File: src/rtl/pipelined_prefix_adder_pkg.sv
// Shared types and elaboration helpers for the pipelined Kogge-Stone adder (package ppa_pkg).
// Level/stage counts are derived here so the top and any wrapper agree on latency.
package ppa_pkg;

   typedef struct packed {
      logic g;
      logic p;
   } gp_t;

   function automatic int clog2(input int v);
      int r;
      r = 0;
      for (int i = 0; i < 31; i++) begin
         if ((1 << i) < v) r = i + 1;
      end
      return r;
   endfunction

   function automatic int nlvl(input int width);
      return clog2(width);
   endfunction

   function automatic int nstg(input int width, input int lvl_per_stg);
      return (clog2(width) + lvl_per_stg - 1) / lvl_per_stg;
   endfunction

   // Register count from operand capture to result register.
   function automatic int lat(input int width, input int lvl_per_stg);
      return nstg(width, lvl_per_stg) + 2;
   endfunction

endpackage

File: src/rtl/pipelined_prefix_adder_prefix_cell.sv
// Kogge-Stone group operator: combines a higher (g,p) span with the adjacent lower span.
// Purely combinational; one instance per bit per prefix level.
module prefix_cell
   import ppa_pkg::*;
(
   input  gp_t hi,
   input  gp_t lo,
   output gp_t o
);

   assign o.g = hi.g | (hi.p & lo.g);
   assign o.p = hi.p & lo.p;

endmodule

File: src/rtl/pipelined_prefix_adder.sv
// Pipelined Kogge-Stone adder/subtractor with global-enable valid/ready flow control.
// Optional status outputs (ovf, zero) are built only when PPA_STATUS_EN is defined.
module pipelined_prefix_adder
   import ppa_pkg::*;
#(
   parameter int WIDTH       = 32,
   parameter int LVL_PER_STG = 1,
   parameter int TAG_W       = 4
) (
   input  logic             clk,
   input  logic             rst_n,
   input  logic             in_valid,
   output logic             in_ready,
   input  logic [WIDTH-1:0] a,
   input  logic [WIDTH-1:0] b,
   input  logic             cin,
   input  logic             sub,
   input  logic [TAG_W-1:0] tag_in,
   output logic             out_valid,
   input  logic             out_ready,
   output logic [WIDTH-1:0] sum,
   output logic             cout,
   output logic [TAG_W-1:0] tag_out
`ifdef PPA_STATUS_EN
   ,
   output logic             ovf,
   output logic             zero
`endif
);

   localparam int NLVL = nlvl(WIDTH);
   localparam int NSTG = nstg(WIDTH, LVL_PER_STG);

   // Handshake: a beat moves into stage 0 when in_valid & in_ready; a result
   // leaves when out_valid & out_ready. Every stage shifts together on adv and
   // holds (bubbles included) otherwise, so the output is stable while stalled.
   logic adv;
   assign adv      = !out_valid | out_ready;
   assign in_ready = adv;

   // Operand preparation stage
   logic             s0_v;
   logic             s0_c;
   logic [WIDTH-1:0] s0_g;
   logic [WIDTH-1:0] s0_p;
   logic [TAG_W-1:0] s0_tag;
   logic [WIDTH-1:0] b_eff;

   assign b_eff = sub ? ~b : b;

   always_ff @(posedge clk or negedge rst_n) begin
      if (!rst_n) begin
         s0_v   <= 1'b0;
         s0_c   <= 1'b0;
         s0_g   <= '0;
         s0_p   <= '0;
         s0_tag <= '0;
      end else if (adv) begin
         s0_v   <= in_valid;
         s0_c   <= sub | cin;
         s0_g   <= a & b_eff;
         s0_p   <= a ^ b_eff;
         s0_tag <= tag_in;
      end
   end

   // Carry-in acts as bit -1 (g=c0, p=0); merging it into bit 0 up front makes
   // every prefix group G[i:0] equal the carry out of bit i.
   logic [WIDTH-1:0] fold_g;
   logic [WIDTH-1:0] fold_p;

   always_comb begin
      fold_g    = s0_g;
      fold_p    = s0_p;
      fold_g[0] = s0_g[0] | (s0_p[0] & s0_c);
      fold_p[0] = 1'b0;
   end

   logic [WIDTH-1:0] lv_g_in  [NLVL];
   logic [WIDTH-1:0] lv_p_in  [NLVL];
   logic [WIDTH-1:0] lv_g_out [NLVL];
   logic [WIDTH-1:0] lv_p_out [NLVL];

   logic             st_v   [NSTG];
   logic             st_c   [NSTG];
   logic [WIDTH-1:0] st_g   [NSTG];
   logic [WIDTH-1:0] st_p   [NSTG];
   logic [WIDTH-1:0] st_h   [NSTG];
   logic [TAG_W-1:0] st_tag [NSTG];

   for (genvar k = 0; k < NLVL; k++) begin : g_lvl
      localparam int D = 1 << k;

      if (k == 0) begin : g_src_prep
         assign lv_g_in[k] = fold_g;
         assign lv_p_in[k] = fold_p;
      end else if ((k % LVL_PER_STG) == 0) begin : g_src_reg
         assign lv_g_in[k] = st_g[k / LVL_PER_STG - 1];
         assign lv_p_in[k] = st_p[k / LVL_PER_STG - 1];
      end else begin : g_src_comb
         assign lv_g_in[k] = lv_g_out[k-1];
         assign lv_p_in[k] = lv_p_out[k-1];
      end

      for (genvar i = 0; i < WIDTH; i++) begin : g_bit
         if (i >= D) begin : g_cell
            gp_t hi;
            gp_t lo;
            gp_t o;
            assign hi = {lv_g_in[k][i],   lv_p_in[k][i]};
            assign lo = {lv_g_in[k][i-D], lv_p_in[k][i-D]};
            prefix_cell u_cell (
               .hi (hi),
               .lo (lo),
               .o  (o)
            );
            assign lv_g_out[k][i] = o.g;
            assign lv_p_out[k][i] = o.p;
         end else begin : g_pass
            assign lv_g_out[k][i] = lv_g_in[k][i];
            assign lv_p_out[k][i] = lv_p_in[k][i];
         end
      end
   end

   for (genvar s = 0; s < NSTG; s++) begin : g_stg
      localparam int LAST = (((s + 1) * LVL_PER_STG < NLVL) ? (s + 1) * LVL_PER_STG : NLVL) - 1;

      logic             v_d;
      logic             c_d;
      logic [WIDTH-1:0] h_d;
      logic [TAG_W-1:0] t_d;

      if (s == 0) begin : g_from_prep
         assign v_d = s0_v;
         assign c_d = s0_c;
         assign h_d = s0_p;
         assign t_d = s0_tag;
      end else begin : g_from_stage
         assign v_d = st_v[s-1];
         assign c_d = st_c[s-1];
         assign h_d = st_h[s-1];
         assign t_d = st_tag[s-1];
      end

      always_ff @(posedge clk or negedge rst_n) begin
         if (!rst_n) begin
            st_v[s]   <= 1'b0;
            st_c[s]   <= 1'b0;
            st_g[s]   <= '0;
            st_p[s]   <= '0;
            st_h[s]   <= '0;
            st_tag[s] <= '0;
         end else if (adv) begin
            st_v[s]   <= v_d;
            st_c[s]   <= c_d;
            st_g[s]   <= lv_g_out[LAST];
            st_p[s]   <= lv_p_out[LAST];
            st_h[s]   <= h_d;
            st_tag[s] <= t_d;
         end
      end
   end

   // c[i] = G[i:0] after the final level; sum[i] = p[i] ^ c[i-1], c[-1] = c0.
   logic [WIDTH-1:0] fin_g;
   logic [WIDTH-1:0] sum_d;

   assign fin_g = st_g[NSTG-1];
   assign sum_d = st_h[NSTG-1] ^ {fin_g[WIDTH-2:0], st_c[NSTG-1]};

   always_ff @(posedge clk or negedge rst_n) begin
      if (!rst_n) begin
         out_valid <= 1'b0;
         sum       <= '0;
         cout      <= 1'b0;
         tag_out   <= '0;
`ifdef PPA_STATUS_EN
         ovf       <= 1'b0;
         zero      <= 1'b0;
`endif
      end else if (adv) begin
         out_valid <= st_v[NSTG-1];
         sum       <= sum_d;
         cout      <= fin_g[WIDTH-1];
         tag_out   <= st_tag[NSTG-1];
`ifdef PPA_STATUS_EN
         ovf       <= fin_g[WIDTH-1] ^ fin_g[WIDTH-2];
         zero      <= ~|sum_d;
`endif
      end
   end

endmodule

File: config.mk
export PLATFORM = sky130hd
export DESIGN_NAME = pipelined_prefix_adder
export DESIGN_NICKNAME = d
export VERILOG_FILES = /design/src/rtl/pipelined_prefix_adder_pkg.sv /design/src/rtl/pipelined_prefix_adder_prefix_cell.sv /design/src/rtl/pipelined_prefix_adder.sv
export SDC_FILE = /design/constraint.sdc
export NUM_CORES = 1
export LEC_CHECK = 0
export BUFFER_PORTS_ARGS = -buffer_cell sky130_fd_sc_hd__buf_2
export CAP_MARGIN = 10
export CORE_MARGIN = 4
export CORE_UTILIZATION = 45
export CTS_BUF_LIST = sky130_fd_sc_hd__clkbuf_8
export CTS_CLUSTER_DIAMETER = 100
export DETAILED_ROUTE_END_ITERATION = 8
export PLACE_DENSITY = 0.65
export SYNTH_ARGS = -nofsm -noshare
export SYNTH_HDL_FRONTEND = slang
export SYNTH_SLANG_ARGS = --single-unit
export TNS_END_PERCENT = 30
File: constraint.sdc
create_clock -name clk -period 1.8 [get_ports clk]
set_input_delay 0.27 -clock clk [delete_from_list [all_inputs] [get_ports clk]]
set_output_delay 0.27 -clock clk [all_outputs]
set_load 0.1 [all_outputs]
# [Yosys cells after proc, flatten, opt, wreduce, memory -nomap -nowiden]
# Index checks and enable logic that the tools add are counted.
[word_totals] wordCells=404 input_bits=74 register_bits=556 out_inout_bits=39
[op_classes] reduce_logical=1 muxes=1 n_bitwise=364
[ops] op="1-bit AND" n=228
[ops] op="1-bit bitwise OR" n=132
[ops] op="32-bit XOR" n=2
[ops] op="32-bit AND" n=1
[ops] op="32-bit 2-to-1 mux" n=1
[ops] op="32-bit NOT" n=1
[ops] op="1-bit zero test" n=1

# [Longest topological paths before layout]
# Gate-level depths: netlist of run 1.
[depth] depth_word=4 depth_mapped=8 ltp_nobuf=4

# [By module]
# Synthesis of run 1 repeated with hierarchy kept, for this count alone.
[unflattened] hier_cells=1592 area_unflattened_um2=25528.2
[by_module_without_submodules] module="pipelined_prefix_adder" cells_per_inst=1334 n_inst=1 area_each_um2=23591.4
[by_module_without_submodules] module="prefix_cell" cells_per_inst=2 n_inst=129 area_each_um2=15.0

# [Worst setup path before layout of run 1]
# OpenSTA, ideal clock, no wires.
[synth_timing] path_kind="flip-flop to flip-flop" startpoint="register out_valid" endpoint="register st_h[14] in the netlist's numbering" setup_slack_ns=-0.365 synth_period_minus_slack_ns=2.165 arrival_ns=2.048 setup_ns=0.118 stages_incl_launch_ff=8 path_buffers=3 cell_sequence="dfrtp_1 -> nor2b_4 -> buf_4 -> inv_2 -> buf_2 -> buf_2 -> nand2_1 -> nand2_1"
[synth_between] elab_chain_cells=2
[synth_lines] item="start, declared" line="pipelined_prefix_adder.sv:19" source="output logic out_valid,"
[synth_lines] item="start signal, assigned" line="pipelined_prefix_adder.sv:183" source="out_valid <= st_v[NSTG-1];"
[synth_lines] item="1-bit zero test" line="pipelined_prefix_adder.sv:38" source="assign adv = !out_valid | out_ready;"
[synth_lines] item="1-bit bitwise OR" line="pipelined_prefix_adder.sv:38"
[synth_lines] item="named net in_ready" line="pipelined_prefix_adder.sv:13" source="output logic in_ready,"
[synth_lines] item="end signal, assigned by index" line="pipelined_prefix_adder.sv:152" source="st_h[s] <= '0;"
[synth_lines] item="end signal, assigned by index" line="pipelined_prefix_adder.sv:159" source="st_h[s] <= h_d;"
[synth_lines] item="end, declared" line="pipelined_prefix_adder.sv:88" source="logic [WIDTH-1:0] st_h [NSTG];"
# The timed path passes the listed nets, and every way through them passes these cells.
# A chain may end at the register's enable or synchronous reset.

# [Worst setup path after layout of run 1]
[layout_timing] startpoint="register out_valid" endpoint="output port in_ready"
[layout_between] elab_chain_cells=2
[layout_lines] item="1-bit zero test" line="pipelined_prefix_adder.sv:38"
[layout_lines] item="1-bit bitwise OR" line="pipelined_prefix_adder.sv:38"
[layout_lines] item="end, declared" line="pipelined_prefix_adder.sv:13"
# Every way passes these cells.

==> results.yml, run 1 <==
drt:
  vias: 16250
  drt_first_pass_iters: 6
  ant_nets: 0
  drt-initial-drc-count: 1209
  wl_per_cell_um: 15.10
  drc: 0
  vias_per_cell: 4.884
  wl_mm: 50.21
sta:
  clock-skew-final_ps: 28.00
  setup-violations-final: 0
  hold_ws_ps: 72.21
  tightest_slew_ps: 531.1
  max_clock_freq_mhz: 564.0
  rsz0062_at_grt: "yes"
  hold_viol_final: 0
  layout_min_cycle_time_ps: 1773
  min_period_over_period: 0.9849
  drv_slew: 0
  max_slew_margin: 0.6460
flow_run:
  max_cap_violations: 0
global_route:
  grt_start_max_net_pins: 118
  antenna_found_initial: 0
  gr-total-overflow: 0
  track_usage: 0.1911
  grt_pass1_vias: 15820
  grt_first_pass_wirelength_mm: 83.31
worst_setup_path:
  end_kind: "output port"
  critical_path.startpoint_type: "flop"
  r2r_end: "g_stg[1].h_d[22]"
  criticalPathCategory: "flop to output port"
  rrSetupSlack_ps: 50
  path_max_fanout: 3
  reg2reg_depth: 7
  reg2reg_from: "out_valid"
  crit_start: "out_valid"
  cp.arrival_ps: 1500
  endpoint: "in_ready"
  cp_data_required_time_ps: 1530
power_and_ir_drop:
  ir_worst_vdd_mv: 1.178
  p_per_area_mw_per_mm2: 1744
  power_leakage_nw: 13.46
logic_synthesis:
  synth_most_common_cell: "nand2_1"
  synth.cell_area_mm2: 0.02216
  synthTopCellsByCount: "1240 x nand2_1, 556 x dfrtp_1, 161 x o21ai_0, 130 x a21oi_1, 105 x buf_2"
  avgSynthCellArea_um2: 9.174
  yosysWarnings: 0
  async_flop_share: 1.000
  ys_seq_area_frac: 0.6278
  synthTopCellsByArea: "dfrtp_1 63%, nand2_1 21%, o21ai_0 3.6%, a21oi_1 2.9%, buf_2 2.4%"
  synth_top_flop_cell: "dfrtp_1"
  synth-seq-cells: 556
  synth_edf_count: 0
  synth.distinct_cells: 17
  syn_inst: 2416
  synth_top_cell_by_area: "dfrtp_1"
  synth_top_cell_area_share: 0.6278
  syn_nets: 2522
cts:
  cts_root_buffer: "clkbuf_8"
  insertion_delay_ps: 650
  cts_tree: "built"
  cts_sinks: 556
  cts_max_level: 3
  numCtsBuffers: 90
  path_clk_slew_ps: 60
  cts.path.max_buffers: 3
finish:
  antenna_cells: 0
  fin_nets: 2699
  multi_input_area_mm2: 0.007605
  drive_gt1_frac: 0.1142
  areaGrowthSynthToFinish_pct: 17.39
  final_cells: 3326
  seq_area_mm2: 0.01391
  fin_util: 0.5326
  fill_cells: 4512
floorplanning:
  row_count: 81
  fp.dieArea_mm2: 0.05287
  ios: 113
  die_height_um: 229.9
  core_area_mm2: 0.04885
  die_x_um: 229.9
  start_util: 0.4537
place:
  io_buffers: 112
  placed_cells: 3119
  gp_congestion: 0.8132
  hpwlAfterDp_mm: 33.63
run_status:
  outcome: "finished clean"
hold_path:
  min_path_type: "input port to asynchronous set/reset pin"
-- sequential cells by signal (all words and copies together) (netlist names), 5 cells and up --
signal                 flops
fin_g                     32
g_lvl.g_bit.g_cell.hi    180
g_lvl.g_bit.g_cell.lo     46
g_stg.c_d                  5
g_stg.h_d                160
g_stg.t_d                 20
g_stg.v_d                  5
s0_g                      32
st_h                      32
sum                       32
-- kinds of logic after synthesis --
kind of cell	after synthesis	share of synthesized area
AND/OR/NAND/NOR	1344	0.2337
XOR/XNOR	64	0.02529
buffers and inverters	128	0.02913
AO/OA/AOI/OAI	292	0.06605
flip-flops	556	0.6278
adder cells (fa/ha/maj)	32	0.01806
-- how the worst min path moves through the flow --
stage,cells past startpoint,slack [ps],endpoint,start
floorplan,0,-30,cout,rst_n
global placement,1,140,g_stg[0].h_d[26],rst_n
detailed placement,1,140,s0_g[24],rst_n
CTS,5,30,s0_g[17],b[17]
global route,2,70,s0_g[24],rst_n
finish,2,70,s0_g[25],rst_n
-- layout by cell type, fill, tap and decap left out, types with 25 or more instances in the layout --
| master | count |
|---|---|
| a21oi_1 | 130 |
| buf_12 | 25 |
| buf_2 | 109 |
| buf_4 | 32 |
| clkbuf_8 | 117 |
| dfrtp_1 | 555 |
| dlygate4sd3_1 | 39 |
| ha_1 | 32 |
| inv_1 | 33 |
| nand2_1 | 1240 |
| nand3_1 | 98 |
| o21ai_0 | 161 |
| xnor2_1 | 32 |
| xor2_1 | 32 |
-- stage by stage --
stage | power (mW) | area [µm²] | TNS (ps) | worst slack [ps]
final | 45.38 | 26020 | 0 | 27.10
after global routing | 48.46 | 26020 | -42.26 | -40.50
after CTS | 45.73 | 25950 | 0 | 7.972
after detailed placement | 34.65 | 23680 | 0 | 225.0
after global placement | 34.14 | 23680 | 0 | 262.4
after floorplan | 30.21 | 22170 | 0 | 40.73
-- per-layer routing --
metal,track usage,part of all wire,vias to the layer above
met1,0.2943,0.49,7742
met4,0.05104,0.020,0
met5,0,0,-
li1,-,-,8044
met3,0.03593,0.049,78
met2,0.2798,0.44,381
-- cell type report --
| class | instances | area share |
|---|---|---|
| Timing Repair Buffer | 210 | 0.06915 |
| Inverter | 1 | 0.0006252 |
| Sequential cell | 556 | 0.5348 |
| Timing Repair inverter | 2 | 0.0006733 |
| Clock buffer | 117 | 0.06189 |
| Multi-Input combinational cell | 1732 | 0.2923 |
| Tap cell | 664 | 0.03193 |
| Clock inverter | 44 | 0.008608 |
-- repair_timing --
action,in CTS,in global routing
hold endpoints to repair,531,0
setup endpoints to repair,2,78
gates cloned,2,1
hold buffers,39,0
setup buffers,3,1
gates resized for setup,2,3
-- worst max-delay path, stage by stage (launching register included) --
cell	delay, ps
dfrtp_2	400
nor2b_4	140
buf_12	130
inv_12	40
buf_12	160
-- report_power, final --
part / leakage [nW] / internal [mW] / total (mW) / switching (mW)
Clock: 1.05 / 5.95 / 10.8 / 4.85
Sequential: 7.06 / 17.5 / 21.6 / 4.10
Combinational: 5.35 / 4.06 / 13.0 / 8.94
Total: 13.5 / 27.5 / 45.4 / 17.9
No activity file was read; power rests on OpenSTA's default activity.
==> inputs of run 2 (changes only) <==
--- a/config.mk
+++ b/config.mk
@@ -8,11 +8,11 @@
 export BUFFER_PORTS_ARGS = -buffer_cell sky130_fd_sc_hd__buf_2
 export CAP_MARGIN = 10
 export CORE_MARGIN = 4
-export CORE_UTILIZATION = 45
+export CORE_UTILIZATION = 63
 export CTS_BUF_LIST = sky130_fd_sc_hd__clkbuf_8
 export CTS_CLUSTER_DIAMETER = 100
 export DETAILED_ROUTE_END_ITERATION = 8
-export PLACE_DENSITY = 0.65
+export PLACE_DENSITY = 0.85
 export SYNTH_ARGS = -nofsm -noshare
 export SYNTH_HDL_FRONTEND = slang
 export SYNTH_SLANG_ARGS = --single-unit
==> run 2 against run 1 <==
Fmax up 1.2%. Sequential cell count unchanged. First-iteration DRC count up 21%. Register-to-register slack better by 30 ps. Sequential power about the same. Clock power down 9.5%. Routed wire length up 4.2%. Non-clock buffer count down 3. Cell area down 1.8%. Die area down 28%. Via count up 6.0%. Critical endpoint is now sum[31]. Largest cell class unchanged. Largest power group unchanged. Highest routed layer unchanged.
==> results.yml, run 2 (synthesis results as in run 1) <==
global_route:
  antenna_found_initial: 1
  gr-total-overflow: 0
  grt_pass1_vias: 17320
  grt_start_max_net_pins: 94
  grt_first_pass_wirelength_mm: 87.51
  track_usage: 0.2787
cts:
  numCtsBuffers: 84
  insertion_delay_ps: 620
  cts_tree: "built"
  path_clk_slew_ps: 70
  cts_max_level: 3
  cts_sinks: 556
  cts.path.max_buffers: 3
  cts_root_buffer: "clkbuf_8"
worst_setup_path:
  max_stage_delay_ps: 450
  path_max_fanout: 2
  critical_path.top_delay_family: "buffers and inverters"
  r2r_end: "g_lvl[4].g_bit[28].g_cell.lo[1]"
  criticalPathCategory: "flop to output port"
  critical_path.startpoint_type: "flop"
  cp.arrival_ps: 1480
  reg2reg_from: "out_valid"
  crit_start: "sum[31]"
  rrSetupSlack_ps: 80
  cp_data_required_time_ps: 1530
  cp.buffers_inverters: 1
  reg2reg_depth: 6
  end_kind: "output port"
  cp_cell_sequence: "buf_2"
  crit_slowest_cell: "buf_2"
sta:
  hold_viol_final: 0
  timing.setup.tns_ps: 0
  min_period_over_period: 0.9729
  max_clock_freq_mhz: 571.1
  setup-violations-final: 0
  rsz0062_at_grt: "no"
  tightest_slew_ps: 507.0
  layout_min_cycle_time_ps: 1751
  drv_slew: 0
  clock-skew-final_ps: 30.32
  max_slew_margin: 0.6644
floorplanning:
  die_height_um: 195.6
  fp.dieArea_mm2: 0.03825
  row_count: 68
  die_x_um: 195.6
  ios: 113
  core_area_mm2: 0.03463
  start_util: 0.6400
finish:
  largest_reg_flops: 180
  final_common_cell: "nand2_1"
  drive_gt1_frac: 0.1085
  final_cell_mix: "1240 x nand2_1, 555 x dfrtp_1, 161 x o21ai_0"
  fin_util: 0.7375
  antenna_cells: 0
  fill_cells: 2215
  fin_nets: 2690
  areaGrowthSynthToFinish_pct: 15.22
hold_path:
  hold_depth: 4
  min_path_type: "input port to flop"
  min_to: "s0_g[28]"
  min-delay-start: "a[28]"
place:
  io_buffers: 112
  gp_congestion: 0.8752
  hpwlAfterDp_mm: 33.71
power_and_ir_drop:
  p_per_area_mw_per_mm2: 1759
  ir_worst_vdd_mv: 3.089
  report.power.total_mw: 44.91
  power_leakage_nw: 13.35
run_status:
  outcome: "finished clean"
drt:
  drc: 0
  vias_per_cell: 5.573
  drt_first_pass_iters: 8
  vias: 17220
  drt-initial-drc-count: 1465
  wl_mm: 52.34
  ant_nets: 0
  wl_per_cell_um: 16.94
flow_run:
  max_cap_violations: 0
==> run 2: worst max path at each step <==
stage	to	cells after the start
6_report	sum[31]	1
5_1_grt	sum[0]	5
4_1_cts	g_lvl[4].g_bit[28].g_cell.lo[1]	6
3_5_place_dp	g_lvl[3].g_bit[27].g_cell.hi[0]	5
3_3_place_gp	sum[0]	5
2_1_floorplan	in_ready	5
==> run 2: cell type report <==
class | count | area, µm² | area share
Clock buffer | 105 | 1445 | 0.05659
Clock inverter | 32 | 135.1 | 0.005292
Inverter | 1 | 16.27 | 0.0006369
Multi-Input combinational cell | 1732 | 7605 | 0.2978
Sequential cell | 556 | 13910 | 0.5449
Tap cell | 455 | 569.3 | 0.02229
Timing Repair Buffer | 207 | 1834 | 0.07183
Timing Repair inverter | 2 | 17.52 | 0.0006859
==> run 2: per-layer routing <==
| metal | vias to the layer above | GRT usage | part of all wire |
|---|---|---|---|
| met4 | 0 | 0.1040 | 0.035 |
| li1 | 8025 | - | - |
| met3 | 163 | 0.05607 | 0.073 |
| met1 | 8372 | 0.3928 | 0.42 |
| met5 | - | 0 | 0 |
| met2 | 661 | 0.4373 | 0.47 |
==> run 2: repair_timing <==
item,CTS,global route
resized for setup,1,1
gates cloned,2,1
hold buffers,34,0
endpoints found under the setup margin,1,1
setup buffers,6,0
hold endpoints to repair,480,0
==> run 2: stage by stage <==
stage	instances	instance area (µm²)	hold slack (ps)	setup WS, ps
floorplan	2416	22170	-25.59	40.73
global placement	2910	23490	153.6	279.4
detailed placement	2910	23490	155.9	254.3
CTS	3089	25500	4.507	2.591
global route	3090	25540	23.08	18.63
finish	3090	25540	23.32	48.87
==> run 2: power by group <==
part / switching, mW / leakage, nW / internal (mW)
combinational: 9.34 / 5.36 / 4.17
sequential: 4.15 / 7.06 / 17.5
clock: 4.57 / 0.923 / 5.20
total: 18.1 / 13.3 / 26.8
